`config.mk`:
```
export PLATFORM = sky130hd
export DESIGN_NAME = ysyx_23060096_wb_unit
export DESIGN_NICKNAME = d
export VERILOG_FILES = /design/src/rtl/ysyx_23060096_pkg.sv /design/src/rtl/ysyx_23060096_load_align.sv /design/src/rtl/ysyx_23060096_wb_unit.sv
export SDC_FILE = /design/constraint.sdc
export NUM_CORES = 1
export LEC_CHECK = 0
export ABC_AREA = 1
export BUFFER_PORTS_ARGS = -buffer_cell sky130_fd_sc_hd__clkbuf_2
export CAP_MARGIN = 20
export CORE_UTILIZATION = 49
export CTS_CLUSTER_SIZE = 25
export DETAILED_ROUTE_END_ITERATION = 10
export PLACE_DENSITY = 0.74
export SETUP_SLACK_MARGIN = 0.1
export SLEW_MARGIN = 25
export SYNTH_ARGS = -nofsm -noshare
export SYNTH_HDL_FRONTEND = slang
export SYNTH_SLANG_ARGS = --single-unit
```
`constraint.sdc`:
```
create_clock -name clk -period 5.6 [get_ports clk]
set_input_delay 0.84 -clock clk [delete_from_list [all_inputs] [get_ports clk]]
set_output_delay 0.84 -clock clk [all_outputs]
set_load 0.005 [all_outputs]
```
`src/rtl/ysyx_23060096_pkg.sv`:
```
// Shared constants and types for the writeback stage: datapath widths, load funct3 encodings
// and the selected-result record passed from the arbiter to the output register.
package ysyx_23060096_pkg;

    localparam int unsigned XLEN = 32;
    localparam int unsigned RA_W = 5;
    localparam int unsigned NUM_REGS = 1 << RA_W;

    localparam logic [2:0] F3_LB  = 3'b000;
    localparam logic [2:0] F3_LH  = 3'b001;
    localparam logic [2:0] F3_LW  = 3'b010;
    localparam logic [2:0] F3_LBU = 3'b100;
    localparam logic [2:0] F3_LHU = 3'b101;

    // One accepted result after arbitration; err marks a dropped load.
    typedef struct packed {
        logic            valid;
        logic [RA_W-1:0] rd;
        logic [XLEN-1:0] data;
        logic            wen;
        logic            err;
    } wb_res_t;

    function automatic logic sign_of_byte(input logic [7:0] b, input logic sext);
        return sext & b[7];
    endfunction

endpackage

```
`src/rtl/ysyx_23060096_load_align.sv`:
```
// Combinational load formatter: picks the addressed byte/half from the memory word, extends it,
// and flags misaligned accesses or unknown funct3 encodings.
module ysyx_23060096_load_align
    import ysyx_23060096_pkg::*;
(
    input  logic [2:0]      funct3_i,
    input  logic [1:0]      addr_lo_i,
    input  logic [XLEN-1:0] rdata_i,
    output logic [XLEN-1:0] data_o,
    output logic            err_o
);

    logic [7:0]  byte_v;
    logic [15:0] half_v;

    assign byte_v = rdata_i[{addr_lo_i, 3'b000} +: 8];
    assign half_v = addr_lo_i[1] ? rdata_i[31:16] : rdata_i[15:0];

    always_comb begin
        data_o = '0;
        err_o  = 1'b0;
        unique case (funct3_i)
            F3_LB: begin
                data_o = {{(XLEN-8){sign_of_byte(byte_v, 1'b1)}}, byte_v};
            end
            F3_LBU: begin
                data_o = {{(XLEN-8){1'b0}}, byte_v};
            end
            F3_LH: begin
                data_o = {{(XLEN-16){half_v[15]}}, half_v};
                err_o  = addr_lo_i[0];
            end
            F3_LHU: begin
                data_o = {{(XLEN-16){1'b0}}, half_v};
                err_o  = addr_lo_i[0];
            end
            F3_LW: begin
                data_o = rdata_i;
                err_o  = (addr_lo_i != 2'b00);
            end
            default: begin
                err_o = 1'b1;
            end
        endcase
    end

endmodule

```
`src/rtl/ysyx_23060096_wb_unit.sv`:
```
// Writeback stage: arbitrates LSU/EXU results onto the single registered RF write port, tracks
// pending destinations for the IDU's RAW checks and counts retired instructions.
module ysyx_23060096_wb_unit
    import ysyx_23060096_pkg::*;
#(
    parameter int unsigned CNT_W = 64
) (
    input  logic             clk,
    input  logic             rst,
    input  logic             iss_valid,
    input  logic [RA_W-1:0]  iss_rd,
    input  logic [RA_W-1:0]  rs1,
    input  logic [RA_W-1:0]  rs2,
    output logic             rs1_busy,
    output logic             rs2_busy,
    input  logic             exu_valid,
    output logic             exu_ready,
    input  logic [RA_W-1:0]  exu_rd,
    input  logic             exu_wen,
    input  logic [XLEN-1:0]  exu_data,
    input  logic             lsu_valid,
    output logic             lsu_ready,
    input  logic [RA_W-1:0]  lsu_rd,
    input  logic [2:0]       lsu_funct3,
    input  logic [1:0]       lsu_addr_lo,
    input  logic [XLEN-1:0]  lsu_rdata,
    output logic             w_en,
    output logic [RA_W-1:0]  waddr,
    output logic [XLEN-1:0]  wdata,
    output logic             misalign_err,
    output logic [CNT_W-1:0] instret
);

    logic                lsu_acc;
    logic                exu_acc;
    logic [XLEN-1:0]     ld_data;
    logic                ld_err;
    wb_res_t             res;
    logic                retire;
    logic                clr;

    logic                w_en_q, w_en_d;
    logic [RA_W-1:0]     waddr_q, waddr_d;
    logic [XLEN-1:0]     wdata_q, wdata_d;
    logic                err_q, err_d;
    logic [CNT_W-1:0]    instret_q, instret_d;
    logic [NUM_REGS-1:0] busy_q, busy_d;

    ysyx_23060096_load_align u_load_align (
        .funct3_i  (lsu_funct3),
        .addr_lo_i (lsu_addr_lo),
        .rdata_i   (lsu_rdata),
        .data_o    (ld_data),
        .err_o     (ld_err)
    );

    // Fixed priority: a load response always wins, the EXU waits.
    assign lsu_ready = ~rst;
    assign exu_ready = ~rst & ~lsu_valid;
    assign lsu_acc   = lsu_valid & lsu_ready;
    assign exu_acc   = exu_valid & exu_ready;

    always_comb begin
        res = '0;
        if (lsu_acc) begin
            res.valid = 1'b1;
            res.rd    = lsu_rd;
            res.data  = ld_data;
            res.wen   = ~ld_err;
            res.err   = ld_err;
        end else if (exu_acc) begin
            res.valid = 1'b1;
            res.rd    = exu_rd;
            res.data  = exu_data;
            res.wen   = exu_wen;
        end
    end

    // A dropped load still releases its destination; a no-write EXU op never owned one.
    assign retire = res.valid & ~res.err;
    assign clr    = res.valid & (res.wen | res.err);

    always_comb begin
        w_en_d    = res.valid & res.wen & (res.rd != '0);
        waddr_d   = w_en_d ? res.rd : waddr_q;
        wdata_d   = w_en_d ? res.data : wdata_q;
        err_d     = res.valid & res.err;
        instret_d = instret_q + CNT_W'(retire);
    end

    always_comb begin
        busy_d = busy_q;
        if (clr) begin
            busy_d[res.rd] = 1'b0;
        end
        // Set after clear so a newer writer of the same rd stays pending.
        if (iss_valid && (iss_rd != '0)) begin
            busy_d[iss_rd] = 1'b1;
        end
    end

    always_ff @(posedge clk) begin
        if (rst) begin
            w_en_q    <= 1'b0;
            waddr_q   <= '0;
            wdata_q   <= '0;
            err_q     <= 1'b0;
            instret_q <= '0;
            busy_q    <= '0;
        end else begin
            w_en_q    <= w_en_d;
            waddr_q   <= waddr_d;
            wdata_q   <= wdata_d;
            err_q     <= err_d;
            instret_q <= instret_d;
            busy_q    <= busy_d;
        end
    end

    assign rs1_busy     = busy_q[rs1];
    assign rs2_busy     = busy_q[rs2];
    assign w_en         = w_en_q;
    assign waddr        = waddr_q;
    assign wdata        = wdata_q;
    assign misalign_err = err_q;
    assign instret      = instret_q;

endmodule
```
; After elaboration in Yosys (flattened, before gate mapping)
; Index checks and enable logic that the tools add are counted.
[word_totals]
wordCells = 59
out_inout_bits = 107
memories = 0
rom_bits = 0
reg_bits = 135
latchBits = 0
ramBits = 0
inputBits = 100
[op_classes]
mul = 0
n_addsub = 1
div_mod_pow = 0
shifts = 1
magnitude_cmp = 6
reduce_logical = 9
eq_ne = 4
n_bitwise = 16
n_mux = 16
[ops]
columns = cell, count
row1 = one-hot mux 32 bit (5 select lines), 1
row2 = 2-to-1 mux 39 bit, 2
row3 = adder 64 x 1 -> 64 bit, 1
row4 = 2-to-1 mux 32 bit, 2
row5 = AND 32 bit, 1
row6 = NOT 32 bit, 1
row7 = bitwise OR 32 bit, 1
row8 = indexed part select 32 x 6 -> 8 bit, 1
row9 = < comparator 5 x 6 -> 1 bit (second input constant), 4
row10 = 2-to-1 mux 16 bit, 1
row11 = binary-select mux 1 bit (select 5 bit), 2
row12 = demux 1 bit (select 5 bit), 2
row13 = >= comparator 5 x 1 -> 1 bit (second input constant), 2
row14 = nonzero test 5 bit, 2
row15 = AND 1 bit, 8
row16 = == test 3 bit (second input constant), 2
row17 = 2-to-1 mux 1 bit, 5
row18 = NOT 1 bit, 4
row19 = OR reduction 2 bit, 2
row20 = == test 3 x 1 -> 1 bit (second input constant), 1
row21 = == test 3 x 2 -> 1 bit (second input constant), 1
row22 = logical AND 1 bit, 3
row23 = logical NOT 3 bit, 1
row24 = one-hot mux 1 bit (3 select lines), 1
row25 = 2 further kinds, 2

; Logic depth before layout (Yosys ltp)
[logic_depth]
ltp_word = 14
ltp_mapped = 19
mapped_depth_nobuf = 19

; Modules after synthesis
; Synthesis repeated with hierarchy kept, for this count alone.
[unflattened]
cells_unflattened = 1460
hier_area_um2 = 8577.0
[by_module_without_submodules]
columns = module, seq_area_each_um2, instances, area_each_um2, cells_per_inst
row1 = ysyx_23060096_wb_unit, 2702.6, 1, 7652.3, 1253
row2 = ysyx_23060096_load_align, 0.0, 1, 924.6, 207

; Worst setup path after synthesis
; Ideal clock, no wire load.
[synth_timing]
path_kind = input port to flip-flop
from = input rst
to = register instret_q[34], in the netlist instret[34]
setup_ps = 113
stages = 18
n_path_buf = 2
arrival_ps = 2885
slack_ps = 2602
cell_sequence = buf_4 > nor2_4 > buf_6 > nand2_1 > inv_2 > nand2_1 > nand2_1 > ha_1 > ha_1 > nand2_1 > nor2_2 > nand2_1 > nor2_1 > nand2_1 > nor2_1 > nand2_1 > nor2_1 > nor2_1
[synth_between]
elab_chain_cells = 7
word_cells_on_any_way = 10
[synth_lines]
columns = item, line
row1 = start: declaration, ysyx_23060096_wb_unit.sv:9  ; input logic rst,
row2 = NOT 1 bit, "ysyx_23060096_wb_unit.sv:58, ysyx_23060096_wb_unit.sv:59"
row3 = AND 1 bit, ysyx_23060096_wb_unit.sv:59  ; assign exu_ready = ~rst & ~lsu_valid;
row4 = AND 1 bit, ysyx_23060096_wb_unit.sv:61  ; assign exu_acc = exu_valid & exu_ready;
row5 = 2-to-1 mux 39 bit, ysyx_23060096_wb_unit.sv:71  ; end else if (exu_acc) begin
row6 = 2-to-1 mux 39 bit, ysyx_23060096_wb_unit.sv:65  ; if (lsu_acc) begin
row7 = AND 1 bit, ysyx_23060096_wb_unit.sv:80  ; assign retire = res.valid & ~res.err;
row8 = adder 64 x 1 -> 64 bit, ysyx_23060096_wb_unit.sv:88  ; instret_d = instret_q + CNT_W'(retire);
row9 = end signal: assignment, ysyx_23060096_wb_unit.sv:115  ; instret_q <= instret_d;
row10 = end: declaration, ysyx_23060096_wb_unit.sv:46  ; logic [CNT_W-1:0] instret_q, instret_d;
; Several ways; a longest one is shown, not always the timed one.
; A chain may end at the register's enable or synchronous reset.

; Final worst setup path
[layout_timing]
from = input lsu_funct3[0]
to = register instret_q[34], in the netlist instret[34]
[layout_between]
elab_chain_cells = 7
word_cells_on_any_way = 12
[layout_lines]
columns = item, line
row1 = start: declaration, ysyx_23060096_wb_unit.sv:24  ; input logic [2:0] lsu_funct3,
row2 = == test 3 x 1 -> 1 bit (tied with other cells), ysyx_23060096_load_align.sv:22  ; unique case (funct3_i)
row3 = OR reduction 2 bit (no line), n/a
row4 = one-hot mux 1 bit (3 select lines) (*), ysyx_23060096_load_align.sv:22
row5 = 2-to-1 mux 1 bit (*), ysyx_23060096_wb_unit.sv:65
row6 = NOT 1 bit (*), ysyx_23060096_wb_unit.sv:80
row7 = AND 1 bit (*), ysyx_23060096_wb_unit.sv:80
row8 = adder 64 x 1 -> 64 bit (*), ysyx_23060096_wb_unit.sv:88
; Mark *: on every way between the ends. The rest lies on a longest branch, timed or not.

==> flow_summary.json <==
{
  "ys_seq_elements": 135,
  "dr_total_vias": 10200,
  "r2r_cells": 12,
  "clkLatencyLatePin_ns": 0.44,
  "hold_path.class": "register to register",
  "ant_nets": 0,
  "pre_cts_ws_ns": 1.68,
  "fin_nets": 1829,
  "powerDensity_nw_per_um2": 232,
  "multi_input_area_um2": 5060,
  "slowest_delay_ns": 0.51,
  "reg2reg_slack_ns": 3.31,
  "fin_skew_ns": 0.0131,
  "dpl.hpwl_um": 22600,
  "rows": 48,
  "synth_ff_type": "dfxtp_1",
  "path_max_fanout": 21,
  "max_cap_violations": 0,
  "synthCells": 1546,
  "cts_inserted_buffers": 17,
  "p_leak_uw": 0.00485,
  "drt_wl_total_um": 29200,
  "diodes": 0,
  "cts.sinks": 135,
  "synth_edf_count": 0,
  "regArea_um2": 2700,
  "core_um2": 17200,
  "slew_headroom": 0.360,
  "area_growth_pct": 19.7,
  "ys_top_cells_by_count": "nand2_1, nor2_1, inv_1, dfxtp_1, nand3_1",
  "cp.arrival_ns": 3.92,
  "required_ns": 5.97,
  "yosysUniqueCellTypes": 34,
  "die_y_um": 135,
  "hold_path_startpoint": "waddr[4]$_SDFFE_PP0P_",
  "worst_setup_path_end_kind": "register",
  "synth_area_per_cell_um2": 5.58,
  "grt_usage": 0.328,
  "setup_viol": 0,
  "h-tree-depth": 4,
  "drive_gt1_frac": 0.155,
  "setup_slack_ns": 2.05,
  "wl_per_cell_um": 14.8,
  "worstMarginPinSlew_ns": 0.959,
  "die_area_um2": 18200,
  "drcViolationCount": 0,
  "cts_max_path_buffers": 2,
  "cts_root_buf": "clkbuf_16",
  "drtIter0Drc": 843,
  "synthArstFlopShare": 0,
  "port-buffer-count": 206,
  "synth_top_area_cell": "dfxtp_1",
  "start_kind": "input port",
  "synth.area.top_cells": "dfxtp_1, nand2_1, nor2_1, inv_1, nand3_1",
  "first_pass_iters": 5,
  "period_minus_slack_ns": 3.55,
  "cts_hold_buf": 0,
  "timing.final.crit_share": 0.634,
  "cts_tree": "yes",
  "synth_nets": 1648,
  "whs_path_depth": 2,
  "cp_slowest_cell": "nand3_1",
  "holdPathEnd": "waddr[4]$_SDFFE_PP0P_",
  "hold_viol_final": 0,
  "rsz0062_at_grt": "no",
  "fin_cells": 1965,
  "cts_resized": 0,
  "yosysMostFrequentCell": "nand2_1",
  "pin_count": 207,
  "tns_ns": 0,
  "antenna_found_initial": 0,
  "nFillCells": 1771,
  "grt_pass1_vias": 9152,
  "timing.rr.end": "instret[34]$_SDFF_PP0_",
  "cts.clk_slew.worst_paths_ns": 0.07,
  "cp_common_cell": "nand2_1",
  "grt_pass1_wl_um": 46300,
  "synth_top_area_frac": 0.313,
  "syn_area_um2": 8630,
  "drv_slew": 0,
  "fmax_mhz": 282,
  "grt_max_degree": 75,
  "worstReg2RegStart": "instret[0]$_SDFF_PP0_",
  "run_status": "finished clean",
  "worstPathCellList": "clkbuf_2, inv_1, nand3_1, nand2_1, nand2_1, inv_2, nand2_1, nand2_1, ha_1, ha_1, nand2_1, nor2_2, nand2_1, nor2_1, nand2_1, nor2_1, nand2_1, nand2_1, nand2_1, nor2_1",
  "yosys_warnings": 0,
  "avgViaCountPerCell": 5.17,
  "grt-ovfl-total": 0,
  "place_inst": 1933,
  "start_util": 0.501,
  "globalplace.congestion": 0.967,
  "post_cts_buffers": 0,
  "ys_seq_area_frac": 0.313,
  "ir_drop_mv": 0.219,
  "crit_type": "input port to register",
  "die_width_um": 135
}
-- placed cells by master, fill, tap and decap left out, types with 2 or more instances in the layout --
cell type,instances
a211oi_1,2
a21o_1,2
a21oi_1,92
and2_1,3
buf_4,3
clkbuf_16,17
clkbuf_2,205
clkinv_4,2
clkinv_8,2
clkinvlp_4,2
dfxtp_1,135
ha_1,2
inv_1,170
inv_2,5
inv_6,5
inv_8,4
nand2_1,609
nand2_2,2
nand3_1,101
nand3b_1,10
nand4_1,18
nor2_1,252
nor2_2,4
nor3_1,15
nor3_2,2
o21a_1,3
o21ai_0,47
or2_2,12
xnor2_1,3
xor2_1,2
-- power breakdown --
part / leakage [µW] / internal, µW / switching, µW
sequential: 0.00109 / 984 / 14.7
clock: 0.000279 / 593 / 513
combinational: 0.00348 / 101 / 195
total: 0.00485 / 1680 / 723
-- flip-flops by register name, summed over array words and instances (netlist names) --
signal,count
busy_q,32
instret,64
misalign_err,1
w_en,1
waddr,5
wdata,32
-- final cells by class --
cell class,instances,share of cell area
Multi-Input combinational cell,1190,0.490
Inverter,175,0.0636
Sequential cell,135,0.262
Clock inverter,15,0.0149
Tap cell,225,0.0272
Clock buffer,17,0.0412
Timing Repair Buffer,208,0.101
-- cell families after synthesis --
logic type / Yosys count / synth area share
fa+ha+maj: 2 / 0.00290
simple gates: 1035 / 0.488
compound gates: 148 / 0.0894
buf+inv: 221 / 0.102
flops: 135 / 0.313
xor+xnor: 5 / 0.00507
-- layer usage --
metal	vias to the layer above	routed length (µm)	GRT usage
met2	495	13300	0.540
li1	5156	-	-
met4	0	987	0.140
met5	-	0	0
met1	4457	12000	0.412
met3	59	2820	0.0691
-- worst max-delay path by stage --
| stage | start | endpoint | slack, ns | cells past startpoint |
|---|---|---|---|---|
| after floorplan | rst | instret[34]$_SDFF_PP0_ | 2.60 | 18 |
| after global placement | lsu_funct3[0] | instret[34]$_SDFF_PP0_ | 1.77 | 20 |
| after detailed placement | lsu_funct3[0] | instret[34]$_SDFF_PP0_ | 1.68 | 20 |
| after CTS | lsu_funct3[0] | instret[34]$_SDFF_PP0_ | 2.13 | 20 |
| after global routing | lsu_funct3[0] | instret[34]$_SDFF_PP0_ | 1.59 | 20 |
| final | lsu_funct3[0] | instret[34]$_SDFF_PP0_ | 2.05 | 20 |
-- stage by stage --
step	total power, µW	hold WS [ns]	instance area, µm²	utilization
2_1_floorplan	1200	0.431	8630	-
3_3_place_gp	1310	0.456	9740	0.565
3_5_place_dp	1310	0.465	9750	0.566
4_1_cts	2410	0.477	10300	0.600
5_1_grt	2480	0.499	10300	0.600
6_report	2400	0.475	10300	0.600
-- critical path, delay by kind of cell --
kind | cells | cell delay [ns]
AND/OR/NAND/NOR | 15 | 2.34
adder cells (fa/ha/maj) | 2 | 0.49
buffers and inverters | 3 | 0.26
Power figures use the tool's default switching activity.
